===== src/rtl/alarm_scheduler.sv =====
// Alarm scheduler: NUM_SLOTS programmable hh:mm alarms driving one ringer with snooze/stop.
// Latency: one clk_1s edge from the :00 sample (or a snooze/stop/disarm request) to the outputs.
// Backpressure: none; snooze/stop are level-sampled every second, and requests that do not apply are dropped.
module alarm_scheduler #(
  parameter int NUM_SLOTS  = 4,
  parameter int SNOOZE_S   = 300,
  parameter int RING_S     = 60,
  parameter int MAX_SNOOZE = 3
) (
  input  logic       clk_1s,
  input  logic       reset,
  input  logic [1:0] cur_h1,
  input  logic [3:0] cur_h0,
  input  logic [2:0] cur_m1,
  input  logic [3:0] cur_m0,
  input  logic [2:0] cur_s1,
  input  logic [3:0] cur_s0,
  input  logic       prog_en,
  input  logic [1:0] prog_slot,
  input  logic [1:0] prog_h1,
  input  logic [3:0] prog_h0,
  input  logic [2:0] prog_m1,
  input  logic [3:0] prog_m0,
  input  logic       prog_arm,
  input  logic       snooze,
  input  logic       stop,
  output logic       alarm,
  output logic [1:0] active_slot,
  output logic [1:0] state,
  output logic [2:0] snoozes_left
);

  typedef enum logic [1:0] {
    IDLE    = 2'b00,
    RINGING = 2'b01,
    SNOOZED = 2'b10
  } state_t;

  localparam logic [2:0] NUM_SLOTS_U = 3'(NUM_SLOTS);
  localparam logic [7:0] RING_T      = 8'(RING_S);
  localparam logic [9:0] SNOOZE_T    = 10'(SNOOZE_S);
  localparam logic [2:0] LEFT_INIT   = 3'(MAX_SNOOZE);

  logic [1:0] slot_h1 [NUM_SLOTS];
  logic [3:0] slot_h0 [NUM_SLOTS];
  logic [2:0] slot_m1 [NUM_SLOTS];
  logic [3:0] slot_m0 [NUM_SLOTS];
  logic       slot_arm[NUM_SLOTS];

  state_t     state_q, state_d;
  logic [7:0] ring_q, ring_d;
  logic [9:0] snz_q, snz_d;
  logic [2:0] left_q, left_d;
  logic [1:0] slot_q, slot_d;
  logic       alarm_q, alarm_d;
  logic       lock_q, lock_d;

  logic       prog_ok;
  logic       sec_zero;
  logic       hit;
  logic [1:0] winner;
  logic       kill;

  assign prog_ok  = ({1'b0, prog_slot} < NUM_SLOTS_U);
  assign sec_zero = (cur_s1 == 3'd0) && (cur_s0 == 4'd0);
  // Disarming the slot that owns the event cancels it; re-arming it does not.
  assign kill     = prog_en && prog_ok && !prog_arm && (prog_slot == slot_q);

  // Slot table: write the addressed slot, out-of-range indices are dropped.
  always_ff @(posedge clk_1s or posedge reset) begin
    if (reset) begin
      for (int i = 0; i < NUM_SLOTS; i++) begin
        slot_h1[i]  <= '0;
        slot_h0[i]  <= '0;
        slot_m1[i]  <= '0;
        slot_m0[i]  <= '0;
        slot_arm[i] <= 1'b0;
      end
    end else if (prog_en && prog_ok) begin
      slot_h1[prog_slot]  <= prog_h1;
      slot_h0[prog_slot]  <= prog_h0;
      slot_m1[prog_slot]  <= prog_m1;
      slot_m0[prog_slot]  <= prog_m0;
      slot_arm[prog_slot] <= prog_arm;
    end
  end

  // Match detect at :00; scanning downward leaves the lowest matching index as winner.
  always_comb begin
    hit    = 1'b0;
    winner = 2'd0;
    for (int i = NUM_SLOTS - 1; i >= 0; i--) begin
      if (slot_arm[i] && slot_h1[i] == cur_h1 && slot_h0[i] == cur_h0 &&
          slot_m1[i] == cur_m1 && slot_m0[i] == cur_m0) begin
        hit    = 1'b1;
        winner = 2'(i);
      end
    end
    // The lock keeps an event released during its own :00 second from re-firing.
    if (!sec_zero || lock_q) hit = 1'b0;
  end

  // Next-state and output logic; stop and disarm outrank snooze, snooze outranks expiry.
  always_comb begin
    state_d = state_q;
    ring_d  = ring_q;
    snz_d   = snz_q;
    left_d  = left_q;
    slot_d  = slot_q;
    alarm_d = alarm_q;
    lock_d  = sec_zero ? lock_q : 1'b0;
    case (state_q)
      IDLE: begin
        alarm_d = 1'b0;
        if (hit) begin
          state_d = RINGING;
          alarm_d = 1'b1;
          slot_d  = winner;
          ring_d  = RING_T;
          snz_d   = '0;
          left_d  = LEFT_INIT;
          lock_d  = 1'b1;
        end
      end
      RINGING: begin
        if (stop || kill) begin
          state_d = IDLE;
          alarm_d = 1'b0;
          ring_d  = '0;
        end else if (snooze && left_q != 3'd0) begin
          state_d = SNOOZED;
          alarm_d = 1'b0;
          ring_d  = '0;
          snz_d   = SNOOZE_T;
          left_d  = left_q - 3'd1;
        end else if (ring_q <= 8'd1) begin
          state_d = IDLE;
          alarm_d = 1'b0;
          ring_d  = '0;
        end else begin
          ring_d  = ring_q - 8'd1;
        end
      end
      SNOOZED: begin
        if (stop || kill) begin
          state_d = IDLE;
          alarm_d = 1'b0;
          snz_d   = '0;
        end else if (snz_q <= 10'd1) begin
          state_d = RINGING;
          alarm_d = 1'b1;
          snz_d   = '0;
          ring_d  = RING_T;
        end else begin
          snz_d   = snz_q - 10'd1;
        end
      end
      default: begin
        state_d = IDLE;
        alarm_d = 1'b0;
      end
    endcase
  end

  // Event state registers.
  always_ff @(posedge clk_1s or posedge reset) begin
    if (reset) begin
      state_q <= IDLE;
      ring_q  <= '0;
      snz_q   <= '0;
      left_q  <= '0;
      slot_q  <= '0;
      alarm_q <= 1'b0;
      lock_q  <= 1'b0;
    end else begin
      state_q <= state_d;
      ring_q  <= ring_d;
      snz_q   <= snz_d;
      left_q  <= left_d;
      slot_q  <= slot_d;
      alarm_q <= alarm_d;
      lock_q  <= lock_d;
    end
  end

  assign alarm        = alarm_q;
  assign active_slot  = slot_q;
  assign state        = state_q;
  assign snoozes_left = left_q;

endmodule


===== config.mk =====
export PLATFORM = sky130hd
export DESIGN_NAME = alarm_scheduler
export DESIGN_NICKNAME = d
export VERILOG_FILES = /design/src/rtl/alarm_scheduler.sv
export SDC_FILE = /design/constraint.sdc
export NUM_CORES = 1
export LEC_CHECK = 0
export BUFFER_PORTS_ARGS = -buffer_cell sky130_fd_sc_hd__clkbuf_2
export CELL_PAD_IN_SITES_DETAIL_PLACEMENT = 0
export CELL_PAD_IN_SITES_GLOBAL_PLACEMENT = 1
export CORE_MARGIN = 2
export CORE_UTILIZATION = 49
export CTS_BUF_LIST = sky130_fd_sc_hd__clkbuf_8
export DETAILED_ROUTE_END_ITERATION = 12
export PLACE_DENSITY_LB_ADDON = 0.1
export SETUP_SLACK_MARGIN = 0.4
export SYNTH_ARGS = -nofsm -noshare
export SYNTH_HDL_FRONTEND = slang
export SYNTH_SLANG_ARGS = --single-unit

===== constraint.sdc =====
create_clock -name clk_1s -period 3.3 [get_ports clk_1s]
set_input_delay 0.495 -clock clk_1s [delete_from_list [all_inputs] [get_ports clk_1s]]
set_output_delay 0.495 -clock clk_1s [all_outputs]
set_load 0.03 [all_outputs]

==> Word level (Yosys, flattened, before mapping) <==
Cells that the tools add are included.
W data, S select, Z words.
{ "word_totals": {"input_bits": 41, "out_inout_bits": 8, "register_bits": 83, "word_cells": 154} }
{ "classes": {"magnitude_cmp": 4, "mux": 56, "eq_ne": 26, "n_bitwise": 1, "reduce_logical": 37, "add_sub_neg": 3} }
{ "ops": {"columns": ["cell", "count"], "rows": [
  ["$mux W10", 5],
  ["$mux W8", 6],
  ["$bwmux W16", 2],
  ["$eq A4 B4 Y1", 8],
  ["$pmux W10 S3", 1],
  ["$pmux W8 S3", 1],
  ["$mux W2", 11],
  ["$logic_and A1 B1 Y1", 21],
  ["$mux W1", 15],
  ["$bwmux W12", 1],
  ["$eq A3 B3 Y1", 4],
  ["$mux W3", 4],
  ["$reduce_and A4 Y1", 3],
  ["$eq A2 B2 Y1", 5],
  ["$le A10 B1 Y1 const B", 1],
  ["$ne A2 B2 Y1 const B", 5],
  ["$sub A10 B1 Y10 const B", 1],
  ["$bwmux W8", 1],
  ["$demux W4 S2", 1],
  ["$le A8 B1 Y1 const B", 1],
  ["$sub A8 B1 Y8 const B", 1],
  ["$demux W3 S2", 1],
  ["$pmux W2 S3", 1],
  ["$pmux W3 S2", 1],
  ["other kinds (22)", 26]
]} }

==> Longest topological paths before layout <==
Gate-level depths: netlist of the first run.
{ "logic_depth": {"depth_word": 12, "mapped_depth": 9, "depth_no_buf": 8} }

==> Worst setup path after synthesis of the first run <==
OpenSTA, ideal clock, no wires.
{ "synth_timing": {"path_type": "input to register", "startpoint": "in cur_m0[3]", "endpoint": "reg snz_q[0]", "setup_time_ns": 0.128, "stages": 8, "path_buffers": 2, "t_required_ns": 3.172, "arrival_time_ns": 2.152, "slack_ns": 1.020, "cell_sequence": "clkbuf_1 -> xnor2_1 -> nand4_1 -> nor4_1 -> nor4_2 -> o21a_1 -> buf_2 -> mux2_1"} }
{ "synth_between": {"elab_chain_len": 9} }
{ "synth_rtl": {"columns": ["item", "line", "text"], "rows": [
  ["start, declared", "15", "input logic [3:0] cur_m0,"],
  ["$eq A4 B4 Y1", "94", "slot_m1[i] == cur_m1 && slot_m0[i] == cur_m0) begin"],
  ["$logic_and A1 B1 Y1", "94", null],
  ["$mux W1 (3 in series)", "93", "if (slot_arm[i] && slot_h1[i] == cur_h1 && slot_h0[i] == cur_h0 &&"],
  ["$mux W1 (*)", "93", null],
  ["$mux W1 (*)", "100", "if (!sec_zero || lock_q) hit = 1'b0;"],
  ["$ne A2 B2 Y1 (no source line) (*)", null, null],
  ["$reduce_and A4 Y1 (no source line) (*)", null, null],
  ["end signal, assigned", "178", "snz_q <= snz_d;"],
  ["end, declared", "52", "logic [9:0] snz_q, snz_d;"]
]} }
Every way passes the cells marked *; elsewhere a longest branch is shown, timed or not.
A chain may end at the register's enable or synchronous reset.

==> Worst setup path in the final report of the first run <==
{ "layout_timing": {"startpoint": "reg snz_q[5]", "endpoint": "reg ring_q[0]"} }
{ "layout_between": {"elab_chain_len": 3} }
{ "layout_rtl": {"columns": ["item", "line", "text"], "rows": [
  ["$le A10 B1 Y1", "149", "end else if (snz_q <= 10'd1) begin"],
  ["$ne A2 B2 Y1 (no source line)", null, null],
  ["$reduce_and A4 Y1 (no source line)", null, null],
  ["end signal, assigned", "177", "ring_q <= ring_d;"],
  ["end, declared", "51", "logic [7:0] ring_q, ring_d;"]
]} }
Every way passes these cells.

==> metrics.md, run 1 <==
| Metric | Value |
|---|---|
| Final cell count without fillers | `636` |
| Pin count of the biggest net entering global routing | `48` |
| Max-slew headroom at the worst pin | `37.76%` |
| Clock skew after layout | `0.01358 ns` |
| Synth unique cells | `53` |
| Pwr per Cell Area | `476.0 mW/mm²` |
| Post-synthesis sequential element count | `83` |
| Per-cell via count in the routed design | `5.684` |
| H-Tree Depth | `3` |
| Worst vdd rail ir drop | `293.1 µV` |
| Biggest area contributors in the synthesized netlist | `sky130_fd_sc_hd__dfrtp_1, sky130_fd_sc_hd__mux2_2, sky130_fd_sc_hd__xnor2_1, sky130_fd_sc_hd__nand4_1, sky130_fd_sc_hd__ha_1` |
| Cell count after synthesis | `458` |
| Hold slack | `0.1817 ns` |
| Final Hold Viols | `0` |
| Chip height | `103.1 µm` |
| Count of standard-cell rows | `36` |
| Number of violations of the max-capacitance limit | `0` |
| Placed insts | `620` |
| Setup Buffers After CTS | `0` |
| Final global-route overflow total | `0` |
| Worst path arrival time | `2.92 ns` |
| Wire length per cell | `18.29 µm` |
| Diodes inserted | `0` |
| Layout Cell Area excl Fill | `0.005406 mm²` |
| Clock Path Buffers | `2` |
| Tightest Pin Transition | `0.9216 ns` |
| Nets in the synthesized netlist | `509` |
| Switching portion of total power | `28.63%` |
| Startpoint kind of the worst setup timing path | `register` |
| Total half-perimeter wirelength after legalization and detailed placement | `8683 µm` |
| TritonRoute pass-1 iters | `4` |
| Hold_buf cts | `0` |
| Mean Syn Cell Area | `10.51 µm²` |
| Root Driver | `sky130_fd_sc_hd__clkbuf_8` |
| Cell accounting for the most synthesized area | `sky130_fd_sc_hd__dfrtp_1` |
| Initial antenna violation count | `0` |
| Global placer's final weighted congestion | `0.9127` |
| Area fraction in and, or, nand and nor cells after synthesis | `14.37%` |
| Initial cell density of the core | `49.94%` |
| Combinational family with the most area after synthesis | `simple AND/OR/NAND/NOR gates` |
| P_int | `1837 µW` |
| Clock tree from TritonCTS | `built` |
| Area growth from synthesis to layout | `12.32%` |
| Post-synthesis share of cell area spent on full adders, half adders and majority gates | `2.599%` |
| Antenna-violating nets left | `0` |
| Fraction of synthesis flops using an asynchronous set or reset pin | `100.0%` |
| Post-cts sizing count | `0` |
| Aggregate global-route resource usage | `23.23%` |
| EDFF count, synth | `0` |
| Tightest Hold Check Type | `primary input to asynchronous set/reset pin` |
| I/O pins | `49` |
| Via count of the first global-routing pass | `3,535` |
| Share of synthesized area occupied by flip-flops and latches | `43.15%` |
| Final-report max-slew violation count | `0` |
| Insertion delay of the later-clocked pin in the worst-skew pair | `0.36 ns` |
| Unrepaired setup endpoints after global routing | `no` |
| Register cell area after layout | `0.002077 mm²` |
| Port bufs | `48` |
| Compound-cell area share of the yosys netlist | `12.30%` |
| Part of the power in the clock network | `33.0%` |
| Min Tclk post-route | `2.675 ns` |
| Total number of vias | `3,615` |
| Gate power share | `18.8%` |
| Synth top area share | `43.15%` |
| Final-layout fill cell count | `892` |
| Flop pwr share | `48.2%` |
| Clock Pin Slew Worst Setup and Hold Paths | `0.10 ns` |
| Synthesis Warnings | `0` |
| Crit. End Element | `register` |
| Post-synthesis mux area share | `14.04%` |
| Horiz. Die Dim | `103.1 µm` |
| DRC violations left | `0` |
| Power spent charging and discharging nets | `736.9 µW` |
| Wire length reported by the detailed router | `11,630 µm` |
| CTS buffer count | `9` |
| Outcome | `finished, final reports clean` |
| Net count, final | `549` |
| Kind of critical path | `register to register` |
| Core area | `0.009639 mm²` |
| Post-synthesis share of cell area spent on xor and xnor gates | `9.826%` |
| Peak clock frequency supported by timing | `373.9 MHz` |
| Flip-flop cell with the highest count after synthesis | `sky130_fd_sc_hd__dfrtp_1` |
| Tcrit/Tclk final | `81.05%` |
| Setup violations, final | `0` |
| Clock net sink count | `83` |
| First-pass GRT wire length | `18,710 µm` |
| Placed cell area | `0.005180 mm²` |
| Cell area after synthesis | `0.004813 mm²` |
| Final setup TNS | `0 ns` |
| Leakage | `0.002194 µW` |
| Multi-input logic area | `0.002562 mm²` |
| Maximum net fanout on the critical path | `11` |
| Die area | `0.01063 mm²` |
| Required time of the critical path | `3.54 ns` |
| Fraction of layout instances using a drive strength above 1 | `27.83%` |
| Initial DRC count | `118` |
-- flip-flops by register name, summed over array words and instances (netlist names) --
register      flops
slot_h0          16
slot_arm          4
slot_m1          12
snz_q            10
lock_q            1
slot_m0          16
alarm             1
slot_h1           8
active_slot       2
state             2
snoozes_left      3
ring_q            8
-- cells in the mapped netlist (2+ instances only) --
cell and n:
sky130_fd_sc_hd__a31oi_1 2, sky130_fd_sc_hd__o22a_1 4, sky130_fd_sc_hd__o221ai_1 5, sky130_fd_sc_hd__o311ai_0 2, sky130_fd_sc_hd__nand4_1 25, sky130_fd_sc_hd__inv_1 18
sky130_fd_sc_hd__nor2b_1 2, sky130_fd_sc_hd__o41ai_1 3, sky130_fd_sc_hd__dfrtp_1 83, sky130_fd_sc_hd__ha_1 10, sky130_fd_sc_hd__buf_2 2, sky130_fd_sc_hd__nor3b_1 5
sky130_fd_sc_hd__mux2_1 4, sky130_fd_sc_hd__nand2_1 24, sky130_fd_sc_hd__nor2_1 28, sky130_fd_sc_hd__nor4_1 10, sky130_fd_sc_hd__o21ai_0 8, sky130_fd_sc_hd__o211ai_1 16
sky130_fd_sc_hd__nand3b_1 5, sky130_fd_sc_hd__xnor2_1 54, sky130_fd_sc_hd__a211oi_1 5, sky130_fd_sc_hd__a21oi_1 5, sky130_fd_sc_hd__o21ai_1 6, sky130_fd_sc_hd__mux2_2 56
sky130_fd_sc_hd__or3_1 3, sky130_fd_sc_hd__clkbuf_1 21, sky130_fd_sc_hd__and2_1 3, sky130_fd_sc_hd__nand3_1 7, sky130_fd_sc_hd__o22ai_1 6, sky130_fd_sc_hd__o31a_1 2
sky130_fd_sc_hd__o21a_1 3, sky130_fd_sc_hd__nor3_1 10
-- kinds of logic after synthesis --
group,Yosys count
buffers and inverters,44
muxes,60
AOI/OAI and AO/OA,77
DFF,83
and+or+nand+nor,130
xor gates and xnor gates,54
adders and majority gates,10
-- worst max-delay path, cell delays in order (launching register included) --
cell and delay (ns):
sky130_fd_sc_hd__dfrtp_1 0.40, sky130_fd_sc_hd__or3_4 0.39, sky130_fd_sc_hd__or3_1 0.44, sky130_fd_sc_hd__o41ai_4 0.57, sky130_fd_sc_hd__nand2_1 0.20, sky130_fd_sc_hd__o21ai_2 0.22, sky130_fd_sc_hd__mux2_1 0.34
-- area by class of cell --
class	instances	share of cell area [%]
Sequential cell	83	38.42
Clock inverter	6	1.643
Clock buffer	10	2.546
Multi-Input combinational cell	331	47.40
Tap cell	133	3.078
Timing Repair Buffer	55	5.647
Inverter	18	1.273
-- layout by cell type, fill, tap and decap left out, types with 7 or more instances in the layout --
cell | netlist | layout
sky130_fd_sc_hd__nand2_1 | 24 | 24
sky130_fd_sc_hd__inv_1 | 18 | 18
sky130_fd_sc_hd__clkbuf_8 | 0 | 10
sky130_fd_sc_hd__dfrtp_1 | 83 | 83
sky130_fd_sc_hd__nand4_1 | 25 | 25
sky130_fd_sc_hd__clkbuf_2 | 0 | 48
sky130_fd_sc_hd__nand3_1 | 7 | 7
sky130_fd_sc_hd__xnor2_1 | 54 | 54
sky130_fd_sc_hd__mux2_2 | 56 | 56
sky130_fd_sc_hd__nor4_1 | 10 | 10
sky130_fd_sc_hd__nor2_1 | 28 | 28
sky130_fd_sc_hd__o211ai_1 | 16 | 16
sky130_fd_sc_hd__o21ai_0 | 8 | 8
sky130_fd_sc_hd__ha_1 | 10 | 10
sky130_fd_sc_hd__nor3_1 | 10 | 10
-- power by group through the flow --
stage	logic, µW	clock network [µW]	registers, µW
floorplan	353	0	1240
CTS	489	865	1240
finish	484	850	1240
global placement	479	0	1250
global route	526	906	1260
detailed placement	487	0	1260
-- per-stage QoR --
step                setup slack [ns]  power (µW)  utilization, %
floorplan                     0.6682        1589               -
finish                        0.6252        2574           56.09
CTS                           0.5518        2593           56.09
global placement              0.5338        1733           53.74
detailed placement            0.4832        1746           53.74
global route                  0.4395        2688           56.09
-- per-layer routing --
layer	share of wire, %	vias up	global-route usage (%)
met5	0	-	0
met4	2.7	0	8.401
met3	2.7	21	3.051
met2	50	77	40.31
li1	-	1749	-
met1	45	1768	29.69
-- path summary, 6_finish.rpt --
path | from | endpoint | slack (ns) | cells past startpoint
max reg2reg | snz_q[5] | ring_q[0] | 0.63 | 6
max in group asynchronous | reset | snoozes_left[1] | 2.43 | 3
min | reset | slot_m1[7] | 0.18 | 2
min in group clk_1s | prog_h0[0] | slot_h0[12] | 0.41 | 2
min reg2reg | slot_m0[3] | slot_m0[3] | 0.53 | 1
max | snz_q[5] | ring_q[0] | 0.63 | 6
No activity file was read; power rests on OpenSTA's default activity.
==> run 2: changes to the inputs <==
ABC_AREA = 1   (was default)
CORE_UTILIZATION = 44   (was 49)
clock period = 2.5 ns   (was 3.3 ns; I/O delays follow)
==> metrics.md, run 2 <==
| Metric | Value |
|---|---|
| Outcome | `complete, but fails checks` |
| Violated checks | `design-rule violations` |
| Peak clock frequency supported by timing | `499.8 MHz (+34%)` |
| Final-layout fill cell count | `1,172 (+31%)` |
| Post-synthesis sequential element count | `83 (unchanged)` |
| CTS buffer count | `9 (unchanged)` |
| Endpoint of the worst setup timing path | `state[1]` |
| Initial cell density of the core | `45.49% (-4.4 points)` |
| Share of synthesized area occupied by flip-flops and latches | `39.65% (-3.5 points)` |
| Pin count of the biggest net entering global routing | `52 (+8.3%)` |
| Nets in the synthesized netlist | `825 (+62%)` |
| Initial DRC count | `363 (+210%)` |
| Min Tclk post-route | `2.001 ns (-0.6741 ns)` |
| Startpoint kind of the worst setup timing path | `register` |
| Worst path arrival time | `2.31 ns (-0.61 ns)` |
| Kind of critical path | `register to register` |
| Die area | `0.01280 mm² (+20%)` |
| Synth top cells by count | `sky130_fd_sc_hd__nand2_1, sky130_fd_sc_hd__inv_1, sky130_fd_sc_hd__dfrtp_1` |
| Number of violations of the max-capacitance limit | `0 (unchanged)` |
| Depth of the worst register-to-register path | `10 (+4)` |
| Chip height | `113.1 µm (+9.7%)` |
| Tightest Hold Check Type | `primary input to asynchronous set/reset pin` |
| Required time of the critical path | `2.81 ns (-0.73 ns)` |
| Startpoint of the worst register-to-register path | `snoozes_left[0]` |
| Total number of vias | `5,027 (+39%)` |
| Insertion delay of the later-clocked pin in the worst-skew pair | `0.38 ns (+0.02 ns)` |
| Fraction of layout instances using a drive strength above 1 | `12.66% (-15 points)` |
| Flip-flop cell with the highest count after synthesis | `sky130_fd_sc_hd__dfrtp_1` |
| Total half-perimeter wirelength after legalization and detailed placement | `11,350 µm (+31%)` |
| Via count of the first global-routing pass | `4,648 (+31%)` |
| Synthesis Warnings | `0 (unchanged)` |
| H-Tree Depth | `3 (unchanged)` |
| Clock Pin Slew Worst Setup and Hold Paths | `0.10 ns (about the same)` |
| Area growth from synthesis to layout | `13.09%` |
| Final setup TNS | `0 ns (unchanged)` |
| Global placer's final weighted congestion | `0.9502 (+4.1%)` |
| Worst reg2reg setup slack | `0.50 ns (-0.13 ns)` |
| Horiz. Die Dim | `113.1 µm (+9.7%)` |
| Final-report max-slew violation count | `0 (unchanged)` |
| Worst vdd rail ir drop | `527.1 µV (+80%)` |
| Hold_buf cts | `0 (unchanged)` |
| Wire length per cell | `15.37 µm (-16%)` |
| TritonRoute pass-1 iters | `9 (+5)` |
| Mean Syn Cell Area | `6.768 µm² (-36%)` |
| Tightest Pin Transition | `0.7006 ns (-0.2210 ns)` |
| Pwr per Cell Area | `852.8 mW/mm² (+79%)` |
| Flop pwr share | `37.1% (-11 points)` |
| Net count, final | `883 (+61%)` |
| Most frequent cells in the layout | `sky130_fd_sc_hd__nand2_1, sky130_fd_sc_hd__inv_1, sky130_fd_sc_hd__dfrtp_1` |
| Aggregate global-route resource usage | `24.08% (+0.85 points)` |
| Maximum net fanout on the critical path | `6 (-5)` |
| Leakage | `0.003266 µW (+49%)` |
| Most frequent standard cell in the layout excluding fill and tap cells | `sky130_fd_sc_hd__nand2_1` |
| Unrepaired setup endpoints after global routing | `no` |
| Synth unique cells | `34 (-36%)` |
| Cell accounting for the most synthesized area | `sky130_fd_sc_hd__dfrtp_1` |
| DRC violations left | `2 (+2)` |
| Per-cell via count in the routed design | `5.130 (-9.8%)` |
| P_int | `2857 µW (+56%)` |
| Largest registers in the final layout | `slot_h0: 16 flops, slot_m0: 16 flops, slot_m1: 12 flops` |
| Wire length reported by the detailed router | `15,070 µm (+30%)` |
| Gate power share | `43.1% (+24 points)` |
| I/O pins | `49 (unchanged)` |
| Diodes inserted | `0 (unchanged)` |
| Power spent charging and discharging nets | `2195 µW (+200%)` |
| Clock Path Buffers | `2 (unchanged)` |
| Part of the power in the clock network | `19.8% (-13 points)` |
| Initial antenna violation count | `0 (unchanged)` |
| Root Driver | `sky130_fd_sc_hd__clkbuf_8` |
| Synth top area share | `39.65% (-3.5 points)` |
| Switching portion of total power | `43.45% (+15 points)` |
| Clock skew after layout | `0.01753 ns (+0.003947 ns)` |
| Final global-route overflow total | `0 (unchanged)` |
| Biggest area contributors in the synthesized netlist | `sky130_fd_sc_hd__dfrtp_1, sky130_fd_sc_hd__nand2_1, sky130_fd_sc_hd__inv_1, sky130_fd_sc_hd__o21ai_0, sky130_fd_sc_hd__nor2_1` |
| First-pass GRT wire length | `23,850 µm (+27%)` |
| Core area | `0.01152 mm² (+19%)` |
| Tcrit/Tclk final | `80.03% (-1.0 points)` |
| Max-slew headroom at the worst pin | `53.24% (+15 points)` |
| Final Hold Viols | `0 (unchanged)` |
| EDFF count, synth | `0 (unchanged)` |
| Startpoint of the worst setup timing path | `snoozes_left[0]` |
| Antenna-violating nets left | `0 (unchanged)` |
| Crit. End Element | `register` |
| Finished Core Util | `51.44% (-4.6 points)` |
| Cell area after synthesis | `0.005239 mm² (+8.8%)` |
| Setup violations, final | `0 (unchanged)` |
| Reg2Reg Capture Point | `state[1]` |
| Count of standard-cell rows | `39 (+8.3%)` |
| Clock net sink count | `83 (unchanged)` |
| Port bufs | `48 (unchanged)` |
| Fraction of synthesis flops using an asynchronous set or reset pin | `100.0% (unchanged)` |
| Cell with the most instances after synthesis | `sky130_fd_sc_hd__nand2_1` |
| Clock tree from TritonCTS | `built` |
| Cell count after synthesis | `774 (+69%)` |
-- run 2: cell count changes after synthesis, sizes merged, moves of 29 or more --
cell   before  now
mux2       60    0
xnor2      54    5
inv        18  108
o21ai      15   82
nand2      25  294
nand3       7   36
nor2       29   68
-- run 2: power by group through the flow --
stage / sequential (µW) / combinational, µW / clock [µW]
floorplan: 1900 / 1500 / 0
global placement: 1890 / 1980 / 0
detailed placement: 1900 / 2020 / 0
CTS: 1870 / 2040 / 1020
global route: 1910 / 2460 / 1060
finish: 1880 / 2180 / 1000
-- run 2: layer usage --
metal / GRT usage [%] / wire length (µm) / share of wire (%)
met5: 0 / 0 / 0
met3: 3.214 / 674 / 4.5
met1: 37.13 / 7834 / 52
met2: 34.49 / 6303 / 42
met4: 8.455 / 252 / 1.7
-- run 2: through the flow --
step	power (µW)	cell area [µm²]	setup WS, ns	hold slack, ns	cells
after floorplan	3403	5243	0.6529	0.4419	774
after global placement	3867	5658	0.3748	0.4474	959
after detailed placement	3917	5658	0.3446	0.4606	959
after CTS	4923	5852	0.4764	0.04733	975
after global routing	5427	5924	0.4146	0.06804	980
final	5052	5924	0.4993	0.04086	980
-- run 2: area by class of cell --
class | count | area, µm² | share of cell area (%)
Timing Repair Buffer | 61 | 350.3 | 5.913
Clock inverter | 6 | 56.30 | 0.9504
Sequential cell | 83 | 2077 | 35.06
Inverter | 108 | 409.1 | 6.906
Tap cell | 143 | 178.9 | 3.020
Multi-Input combinational cell | 569 | 2715 | 45.83
Clock buffer | 10 | 137.6 | 2.323
-- run 2: critical path: stages, from the launching register on --
cell and delay [ns]:
sky130_fd_sc_hd__dfrtp_1 0.42, sky130_fd_sc_hd__inv_1 0.13, sky130_fd_sc_hd__ha_1 0.16, sky130_fd_sc_hd__inv_1 0.03, sky130_fd_sc_hd__o21ai_0 0.38, sky130_fd_sc_hd__nand4_1 0.36
sky130_fd_sc_hd__inv_1 0.12, sky130_fd_sc_hd__nor2_1 0.06, sky130_fd_sc_hd__nand2_1 0.13, sky130_fd_sc_hd__nand2_1 0.07, sky130_fd_sc_hd__o21ai_1 0.08
-- run 2: how the worst min path moves through the flow --
stage	end	slack [ns]	start	depth (start not counted)
detailed placement	ring_q[5]	0.46	reset	2
CTS	ring_q[7]	0.05	reset	2
floorplan	ring_q[6]	0.44	ring_q[6]	2
global route	ring_q[7]	0.07	reset	2
finish	ring_q[7]	0.04	reset	2
global placement	ring_q[4]	0.45	reset	2
-- run 2: cell families after synthesis --
kind of cell / synth area share, %
flops: 39.65
fa+ha+maj: 2.388
simple gates: 36.14
compound gates: 9.171
buf+inv: 9.482
xor+xnor: 3.177
-- run 2: what timing repair did --
item                       in CTS  in global routing
gates resized for setup         0                  7
setup endpoints to repair       0                 23
setup buffers                   0                  3
